<file path="src/rtl/wb_word64_master.sv">
// Wishbone classic initiator performing 32/64-bit register accesses for a
// local requester. 64-bit accesses run as two 32-bit beats (A low, A+1 high);
// a consistent read fetches hi-lo-hi and retries until the high words agree.
module wb_word64_master #(
  parameter int PADDR_SIZE     = 30,
  parameter int PDATA_SIZE     = 32,
  parameter int TIMEOUT_CYCLES = 255,
  parameter int RETRY_MAX      = 3
) (
  input  logic                    clk,
  input  logic                    reset,
  input  logic                    req_valid,
  output logic                    req_ready,
  input  logic                    req_we,
  input  logic                    req_size64,
  input  logic                    req_consistent,
  input  logic [PADDR_SIZE-1:0]   req_adr,
  input  logic [2*PDATA_SIZE-1:0] req_wdata,
  output logic                    rsp_valid,
  output logic                    rsp_err,
  output logic [2*PDATA_SIZE-1:0] rsp_rdata,
  output logic                    wb_cyc,
  output logic                    wb_stb,
  output logic                    wb_we,
  output logic [PADDR_SIZE-1:0]   wb_adr,
  output logic [PDATA_SIZE-1:0]   wb_dat_o,
  input  logic [PDATA_SIZE-1:0]   wb_dat_i,
  input  logic                    wb_ack
);

  localparam int DW = PDATA_SIZE;
  localparam int TW = $clog2(TIMEOUT_CYCLES + 1);
  localparam int RW = $clog2(RETRY_MAX + 2);
  localparam logic [TW-1:0] TMO_LAST   = TW'(TIMEOUT_CYCLES - 1);
  localparam logic [RW-1:0] RETRY_LAST = RW'(RETRY_MAX);

  typedef enum logic [1:0] {S_IDLE, S_BEAT, S_GAP, S_RESP} state_t;
  typedef enum logic [1:0] {K_SINGLE, K_DOUBLE, K_SNAP} kind_t;

  state_t state, state_nxt;

  kind_t               kind_q, kind_nxt;
  logic                we_q, we_nxt;
  logic [PADDR_SIZE-1:0] adr_q, adr_nxt;
  logic [2*DW-1:0]     wdata_q, wdata_nxt;
  logic [1:0]          phase_q, phase_nxt;
  logic [RW-1:0]       retry_q, retry_nxt;
  logic [TW-1:0]       tmo_q, tmo_nxt;
  logic [DW-1:0]       lo_q, lo_nxt, hi_q, hi_nxt;

  logic                cyc_q, cyc_nxt;
  logic                req_ready_nxt, rsp_valid_nxt, rsp_err_nxt;
  logic [2*DW-1:0]     rsp_rdata_nxt;
  logic                wb_we_nxt;
  logic [PADDR_SIZE-1:0] wb_adr_nxt;
  logic [DW-1:0]       wb_dat_nxt;

  logic start, finish, fail;

  // Snapshot reads fetch the high word first (phase 0) and again last (phase 2).
  function automatic logic [PADDR_SIZE-1:0] beat_adr(input kind_t k, input logic [1:0] ph,
                                                     input logic [PADDR_SIZE-1:0] a);
    logic [PADDR_SIZE-1:0] a1;
    a1 = a + PADDR_SIZE'(1);
    case (k)
      K_DOUBLE: beat_adr = (ph == 2'd1) ? a1 : a;
      K_SNAP:   beat_adr = (ph == 2'd1) ? a : a1;
      default:  beat_adr = a;
    endcase
  endfunction

  function automatic logic [DW-1:0] beat_dat(input logic [1:0] ph, input logic [2*DW-1:0] wd);
    beat_dat = (ph == 2'd1) ? wd[2*DW-1:DW] : wd[DW-1:0];
  endfunction

  assign wb_cyc = cyc_q;
  assign wb_stb = cyc_q;

  // State register.
  always_ff @(posedge clk or posedge reset) begin
    if (reset) state <= S_IDLE;
    else       state <= state_nxt;
  end

  // Next-state, beat sequencing and next values of all registered outputs.
  always_comb begin
    state_nxt     = state;
    kind_nxt      = kind_q;
    we_nxt        = we_q;
    adr_nxt       = adr_q;
    wdata_nxt     = wdata_q;
    phase_nxt     = phase_q;
    retry_nxt     = retry_q;
    tmo_nxt       = tmo_q;
    lo_nxt        = lo_q;
    hi_nxt        = hi_q;
    cyc_nxt       = 1'b0;
    wb_we_nxt     = wb_we;
    wb_adr_nxt    = wb_adr;
    wb_dat_nxt    = wb_dat_o;
    rsp_valid_nxt = 1'b0;
    rsp_err_nxt   = 1'b0;
    rsp_rdata_nxt = rsp_rdata;
    start         = 1'b0;
    finish        = 1'b0;
    fail          = 1'b0;

    case (state)
      S_IDLE: begin
        if (req_valid) begin
          if (!req_size64)                  kind_nxt = K_SINGLE;
          else if (req_consistent && !req_we) kind_nxt = K_SNAP;
          else                              kind_nxt = K_DOUBLE;
          we_nxt    = req_we;
          adr_nxt   = req_adr;
          wdata_nxt = req_wdata;
          phase_nxt = 2'd0;
          retry_nxt = '0;
          lo_nxt    = '0;
          hi_nxt    = '0;
          start     = 1'b1;
        end
      end
      S_BEAT: begin
        cyc_nxt = 1'b1;
        if (wb_ack) begin
          cyc_nxt   = 1'b0;
          state_nxt = S_GAP;
          case (kind_q)
            K_SINGLE: begin
              if (!we_q) lo_nxt = wb_dat_i;
              finish = 1'b1;
            end
            K_DOUBLE: begin
              if (phase_q == 2'd0) begin
                if (!we_q) lo_nxt = wb_dat_i;
                phase_nxt = 2'd1;
              end else begin
                if (!we_q) hi_nxt = wb_dat_i;
                finish = 1'b1;
              end
            end
            default: begin
              if (phase_q == 2'd0) begin
                hi_nxt    = wb_dat_i;
                phase_nxt = 2'd1;
              end else if (phase_q == 2'd1) begin
                lo_nxt    = wb_dat_i;
                phase_nxt = 2'd2;
              end else begin
                // hi1 always replaces hi0: on a match they are equal anyway,
                // on a mismatch it becomes the reference for the retry.
                hi_nxt = wb_dat_i;
                if (wb_dat_i == hi_q) begin
                  finish = 1'b1;
                end else begin
                  retry_nxt = retry_q + 1'b1;
                  if (retry_q == RETRY_LAST) begin
                    finish = 1'b1;
                    fail   = 1'b1;
                  end else begin
                    phase_nxt = 2'd1;
                  end
                end
              end
            end
          endcase
        end else if (tmo_q == TMO_LAST) begin
          cyc_nxt = 1'b0;
          finish  = 1'b1;
          fail    = 1'b1;
        end else begin
          tmo_nxt = tmo_q + 1'b1;
        end
      end
      S_GAP:   start     = 1'b1;
      default: state_nxt = S_IDLE;
    endcase

    if (start) begin
      state_nxt  = S_BEAT;
      cyc_nxt    = 1'b1;
      tmo_nxt    = '0;
      wb_we_nxt  = we_nxt;
      wb_adr_nxt = beat_adr(kind_nxt, phase_nxt, adr_nxt);
      wb_dat_nxt = we_nxt ? beat_dat(phase_nxt, wdata_nxt) : '0;
    end

    if (finish) begin
      state_nxt     = S_RESP;
      rsp_valid_nxt = 1'b1;
      rsp_err_nxt   = fail;
      rsp_rdata_nxt = we_q ? '0 : {hi_nxt, lo_nxt};
    end

    req_ready_nxt = (state_nxt == S_IDLE);
  end

  // Request latches, beat bookkeeping and registered outputs.
  always_ff @(posedge clk or posedge reset) begin
    if (reset) begin
      kind_q    <= K_SINGLE;
      we_q      <= 1'b0;
      adr_q     <= '0;
      wdata_q   <= '0;
      phase_q   <= '0;
      retry_q   <= '0;
      tmo_q     <= '0;
      lo_q      <= '0;
      hi_q      <= '0;
      cyc_q     <= 1'b0;
      req_ready <= 1'b1;
      rsp_valid <= 1'b0;
      rsp_err   <= 1'b0;
      rsp_rdata <= '0;
      wb_we     <= 1'b0;
      wb_adr    <= '0;
      wb_dat_o  <= '0;
    end else begin
      kind_q    <= kind_nxt;
      we_q      <= we_nxt;
      adr_q     <= adr_nxt;
      wdata_q   <= wdata_nxt;
      phase_q   <= phase_nxt;
      retry_q   <= retry_nxt;
      tmo_q     <= tmo_nxt;
      lo_q      <= lo_nxt;
      hi_q      <= hi_nxt;
      cyc_q     <= cyc_nxt;
      req_ready <= req_ready_nxt;
      rsp_valid <= rsp_valid_nxt;
      rsp_err   <= rsp_err_nxt;
      rsp_rdata <= rsp_rdata_nxt;
      wb_we     <= wb_we_nxt;
      wb_adr    <= wb_adr_nxt;
      wb_dat_o  <= wb_dat_nxt;
    end
  end

endmodule

</file>
<file path="config.mk">
export PLATFORM = sky130hd
export DESIGN_NAME = wb_word64_master
export DESIGN_NICKNAME = d
export VERILOG_FILES = /design/src/rtl/wb_word64_master.sv
export SDC_FILE = /design/constraint.sdc
export NUM_CORES = 1
export LEC_CHECK = 0
export ABC_AREA = 1
export BUFFER_PORTS_ARGS = -buffer_cell sky130_fd_sc_hd__buf_2
export CORE_UTILIZATION = 50
export CTS_CLUSTER_SIZE = 10
export DETAILED_ROUTE_END_ITERATION = 10
export GPL_ROUTABILITY_DRIVEN = 1
export GPL_TIMING_DRIVEN = 0
export PLACE_DENSITY = 0.72
export SYNTH_ARGS = -nofsm -noshare
export SYNTH_HDL_FRONTEND = slang
export SYNTH_SLANG_ARGS = --single-unit
</file>
<file path="constraint.sdc">
create_clock -name clk -period 16.3 [get_ports clk]
set_clock_uncertainty 0.2 [all_clocks]
set_input_delay 0.815 -clock clk [delete_from_list [all_inputs] [get_ports clk]]
set_output_delay 0.815 -clock clk [all_outputs]
set_load 0.005 [all_outputs]
</file>
======== Word-level counts from Yosys, hierarchy flattened ========
Index checks and enable logic that the tools add are counted.
word-level totals
  register bits ........................... 307
  word-level logic and storage cells ...... 130
operators by class
  add/sub/neg operators ................... 3
  equality and inequality tests ........... 18
  muxes and demuxes ....................... 79
  reduce and logical (&&, ||, !) cells .... 12
operator list
  kind                   number
  $mux 32                14
  $pmux 32 s2            4
  $mux 64                3
  $mux 30                4
  $pmux 30 s2            1
  $eq 32x32->1           1
  $mux 8                 4
  $add 30x1->30 const B  1
  $mux 2                 14
  $mux 1                 23
  $mux 3                 6
  $ne 2x2->1 const B     7
  $pmux 2 s2             3
  $eq 2x1->1 const B     5
  $add 8x1->8 const B    1
  $eq 8x8->1 const B     1
  $logic_not 2->1        4
  $reduce_and 7->1       1
  $pmux 3 s2             1
  $eq 2x2->1 const B     2
  $pmux 1 s2             2
  $reduce_bool 2->1      2
  $reduce_or 2->1        2
  $add 3x1->3 const B    1
  5 further kinds        5

======== Longest topological paths before layout ========
  depth after elaboration ................. 11
  gate-level depth with buffers ........... 19
  mapped depth without buffers ............ 19

======== Worst setup path after synthesis ========
OpenSTA, ideal clock, no wires.
  path type ............................... in2reg
  start point ............................. input port req_valid
  end point ............................... register wb_adr[0]
  setup time .............................. 0.066 ns
  arrival ................................. 2.903 ns
  setup slack ............................. 13.132 ns
  stages on the path ...................... 15
  buffers on the path ..................... 5
  cells stage by stage .................... nand2_4 > buf_6 > buf_2 > buf_2 > clkbuf_1 > nor3b_1 > a21oi_1 > inv_1 > ha_1 > inv_1 > clkbuf_1 > o21ai_0 > inv_1 > nand2_1 > nand2_1
between the ends
  elaborated cells between the ends (all ways) .. 15
  those cells by class .................... add/sub (1); eq/ne (3); mux (11)
RTL lines
  item                                             RTL line  RTL
  start, declared                                  12        input logic req_valid,
  $mux 2 (*)                                       110       if (req_valid) begin
  $mux 2 (*)                                       108       case (state)
  via kind_nxt[1]                                  42        kind_t kind_q, kind_nxt;
  $eq 2x2->1 / $eq 2x1->1 (equally long branches)  65        case (k)
  $pmux 30 s2 (*)                                  65
  end signal, assigned                             235       wb_adr <= wb_adr_nxt;
  end, declared                                    25        output logic [PADDR_SIZE-1:0] wb_adr,
Mark *: on every way through the listed nets, which the timed path passes. The rest lies on a longest branch.
A chain may end at the register's enable or synchronous reset.

======== Worst setup path in the final report ========
  start point ............................. register state[1]
  end point ............................... register wb_adr[25]
between the ends
  elaborated cells between the ends (all ways) .. 14
  those cells by class .................... add/sub (1); eq/ne (5); mux (7); reduce/logical (1)
RTL lines
  item                                             RTL line  RTL
  start, declared                                  40        state_t state, state_nxt;
  start signal, assigned                           82        else state <= state_nxt;
  $logic_not 2->1 (*)                              108
  $mux 2 (*)                                       108
  via kind_nxt[1]                                  42
  $eq 2x2->1 / $eq 2x1->1 (equally long branches)  65
  $pmux 30 s2 (*)                                  65
Marked as above.

==> flow_summary.json <==
{
  "drtIter0Drc": 1134,
  "cts_buffer_depth": 3,
  "ctsHoldBuffers": 0,
  "fillerInstances": 2775,
  "maxSlewViolCount": 0,
  "dieArea_um2": 31900,
  "final_nets": 2418,
  "viasPerCell": 5.36,
  "synth_top_area_share_pct": 49.2,
  "grt_max_degree": 106,
  "post_cts_buffers": 0,
  "insertion_delay_ns": 0.53,
  "grt_overflow_total": 0,
  "clk_pin_slew_ns": 0.06,
  "io_pins": 265,
  "slew_headroom_pct": 38.7,
  "finalHoldViolCount": 0,
  "cp.buffers_inverters": 8,
  "cap_violations": 0,
  "met3_length_mm": 3.27,
  "reg2reg_from": "state[1]$_DFF_PP0_",
  "synth_ff_type": "dfrtp_1",
  "path_class": "register to register",
  "highest_layer": "met5",
  "place_congestion": 0.937,
  "dp_hpwl_mm": 33.0,
  "crit_family": "buffers and inverters",
  "crit_path_frequent_cell": "inv_1",
  "ys_warn_count": 0,
  "vias": 14423,
  "final_cells": 2691,
  "antenna_found_initial": 8,
  "die_y_um": 178,
  "routed_wirelength_mm": 45.8,
  "cp_num_cells": 16,
  "r2r-end": "wb_adr[25]$_DFFE_PP0P_",
  "grt_pass1_vias": 14040,
  "h-tree-depth": 2,
  "die_width_um": 178,
  "final_antenna_net_count": 0,
  "fmax_ghz": 0.248,
  "drive_gt1_share_pct": 19.7,
  "setup-violations-final": 0,
  "area_delta_synth_final_pct": 19.0,
  "worstPathMaxFanout": 10,
  "cts_buffers": 37,
  "cts_tree": "yes",
  "synth_fp_nets": 2113,
  "place_inst": 2635,
  "worstMarginPinSlew_ns": 0.920,
  "leakagePower_uw": 0.0100,
  "syn_area_per_cell_um2": 7.89,
  "fin_crit_sh_pct": 24.7,
  "crit_chain": "nor2_2, nand2_4, buf_6, buf_2, buf_2, clkbuf_1, nor3b_1, a21oi_1, inv_1, ha_1, inv_1, clkbuf_1, o21ai_0, inv_1, nand2_1, nand2_1",
  "ys_ff_latch": 307,
  "r2r_cells": 16,
  "synth_cells": 1973,
  "cp-end-kind": "register",
  "row_count": 64,
  "start_util_pct": 50.9,
  "hold_path_class": "input port to asynchronous set/reset pin",
  "grt_use_total_pct": 29.2,
  "finalSetupTns_ns": 0,
  "wl_met2_mm": 21.5,
  "grt_pass1_wl_mm": 73.0,
  "async_flop_share_pct": 100,
  "synth.distinct_cells": 45,
  "min_period_ns": 4.03,
  "start_kind": "register",
  "ys_top_cells_by_area": "dfrtp_1 49%, nand2_1 14%, nand3_1 8.4%",
  "final.setup.worst_slack_ns": 12.27,
  "cts-resized-gates": 0,
  "critPathLaunch": "state[1]$_DFF_PP0_",
  "cpMaxStageDelayCell": "dfrtp_1",
  "clkSinkCount": 307,
  "dp_worst_setup_slack_ns": 11.97,
  "crit_arrival_ns": 4.30,
  "rsz0062_at_grt": "false",
  "avgRoutedWirePerCell_um": 17.0,
  "io_buffers": 264,
  "drtPass1Iterations": 5,
  "ctsRootBufferMaster": "clkbuf_16",
  "power.density_nw_per_um2": 204,
  "critPathMaxStageDelay_ns": 0.56,
  "core_area_um2": 30600,
  "synth_area_um2": 15600,
  "synth_edf_count": 0,
  "outcome": "completed",
  "drc": 0,
  "ys_seq_area_share_pct": 49.3,
  "regToRegSetupSlack_ns": 12.27,
  "ir_drop_v": 0.000110,
  "synth_top_area_cell": "dfrtp_1",
  "wirelength_met1_mm": 19.4,
  "cp.required_ns": 16.56
}
-- cell usage in the layout (no fill, tap or decap), drive strengths merged, types with 2 or more instances in the layout --
cell type / instances
nand4: 4
a31oi: 2
a221oi: 3
xor2: 22
nor3: 10
inv: 216
o22ai: 7
and2: 3
diode: 6
clkbuf: 106
xnor2: 21
nand2: 581
mux2i: 32
buf: 313
clkinv: 3
o21ai: 190
o221ai: 4
dfrtp: 306
nand3b: 3
nor3b: 3
nor2: 106
or2: 33
a21oi: 46
ha: 7
nand3: 262
-- power breakdown --
| part | internal [uW] | leakage (uW) | total (uW) | switching, uW |
|---|---|---|---|---|
| Clock | 442 | 0.000518 | 758 | 317 |
| Combinational | 588 | 0.00560 | 1780 | 1190 |
| Sequential | 1090 | 0.00388 | 1240 | 150 |
| Total | 2120 | 0.0100 | 3780 | 1660 |
-- cell usage after synthesis (3+ instances only) --
library cell,instances
a21oi_1,45
a221oi_1,3
buf_1,12
buf_2,28
buf_6,6
clkbuf_1,60
dfrtp_1,306
ha_1,7
inv_1,198
inv_2,17
mux2i_1,32
nand2_1,565
nand2_2,12
nand2_4,4
nand3_1,260
nand3b_1,3
nand4_1,4
nor2_1,87
nor2_2,14
nor2_4,5
nor3_1,6
nor3_4,3
nor3b_1,3
o21ai_0,148
o21ai_1,30
o21ai_2,11
o221ai_1,4
o22ai_1,7
or2_2,33
xnor2_1,21
xor2_1,22
-- final cells by class --
class | instances | area (um2) | share of cell area, %
Inverter | 216 | 820 | 4.42
Multi-Input combinational cell | 1343 | 6590 | 35.6
Clock inverter | 4 | 71.3 | 0.385
Tap cell | 396 | 495 | 2.67
Sequential cell | 307 | 7680 | 41.5
Antenna cell | 6 | 15.0 | 0.0810
Clock buffer | 46 | 991 | 5.35
Buffer | 107 | 485 | 2.62
Timing Repair Buffer | 266 | 1380 | 7.43
-- worst register-to-register path, stage by stage (launching register included) --
cell and delay [ns]:
dfrtp_1 0.56, nor2_2 0.10, nand2_4 0.18, buf_6 0.19, buf_2 0.28, buf_2 0.35, clkbuf_1 0.50, nor3b_1 0.10
a21oi_1 0.19, inv_1 0.09, ha_1 0.27, inv_1 0.16, clkbuf_1 0.40, o21ai_0 0.17, inv_1 0.09, nand2_1 0.09
nand2_1 0.07
-- cell families after synthesis --
kind of cell / count (synthesis) / synth area share, %
simple gates: 1005 / 28.4
buf+inv: 323 / 8.33
flops: 307 / 49.3
compound gates: 256 / 8.91
xor+xnor: 43 / 2.42
mux: 32 / 2.06
fa+ha+maj: 7 / 0.562
-- metrics by stage --
step / cell area, um2 / utilization, % / power (uW) / hold WS [ns]
3_3_place_gp: 17400 / 56.8 / 2950 / 0.256
3_5_place_dp: 17500 / 57.1 / 3010 / 0.260
4_1_cts: 18500 / 60.5 / 3780 / 0.239
6_report: 18500 / 60.6 / 3780 / 0.181
2_1_floorplan: 15600 / - / 2420 / 0.243
5_1_grt: 18500 / 60.6 / 4080 / 0.266
-- metal layers --
layer	vias to the layer above	track usage, %
met5	-	0
met4	6	12.5
met3	112	5.18
met2	550	47.5
met1	6872	38.3
li1	6883	-
-- how the worst max path moves through the flow --
| stage | endpoint | slack [ns] |
|---|---|---|
| 2_1_floorplan | adr_q[0]$_DFF_PP0_ | 6.80 |
| 3_3_place_gp | adr_q[14]$_DFF_PP0_ | 3.37 |
| 3_5_place_dp | wb_adr[25]$_DFFE_PP0P_ | 11.97 |
| 4_1_cts | wb_adr[11]$_DFFE_PP0P_ | 12.27 |
| 5_1_grt | wb_adr[24]$_DFFE_PP0P_ | 11.84 |
| 6_report | wb_adr[25]$_DFFE_PP0P_ | 12.27 |
-- state kept, by name, indices dropped and copies added (netlist names), 3 cells and up --
name       count
hi_q          32
wb_adr        30
adr_q         30
lo_q          32
retry_q        3
wb_dat_o      32
wdata_q       64
rsp_rdata     64
tmo_q          8
Power figures use the tool's default switching activity.
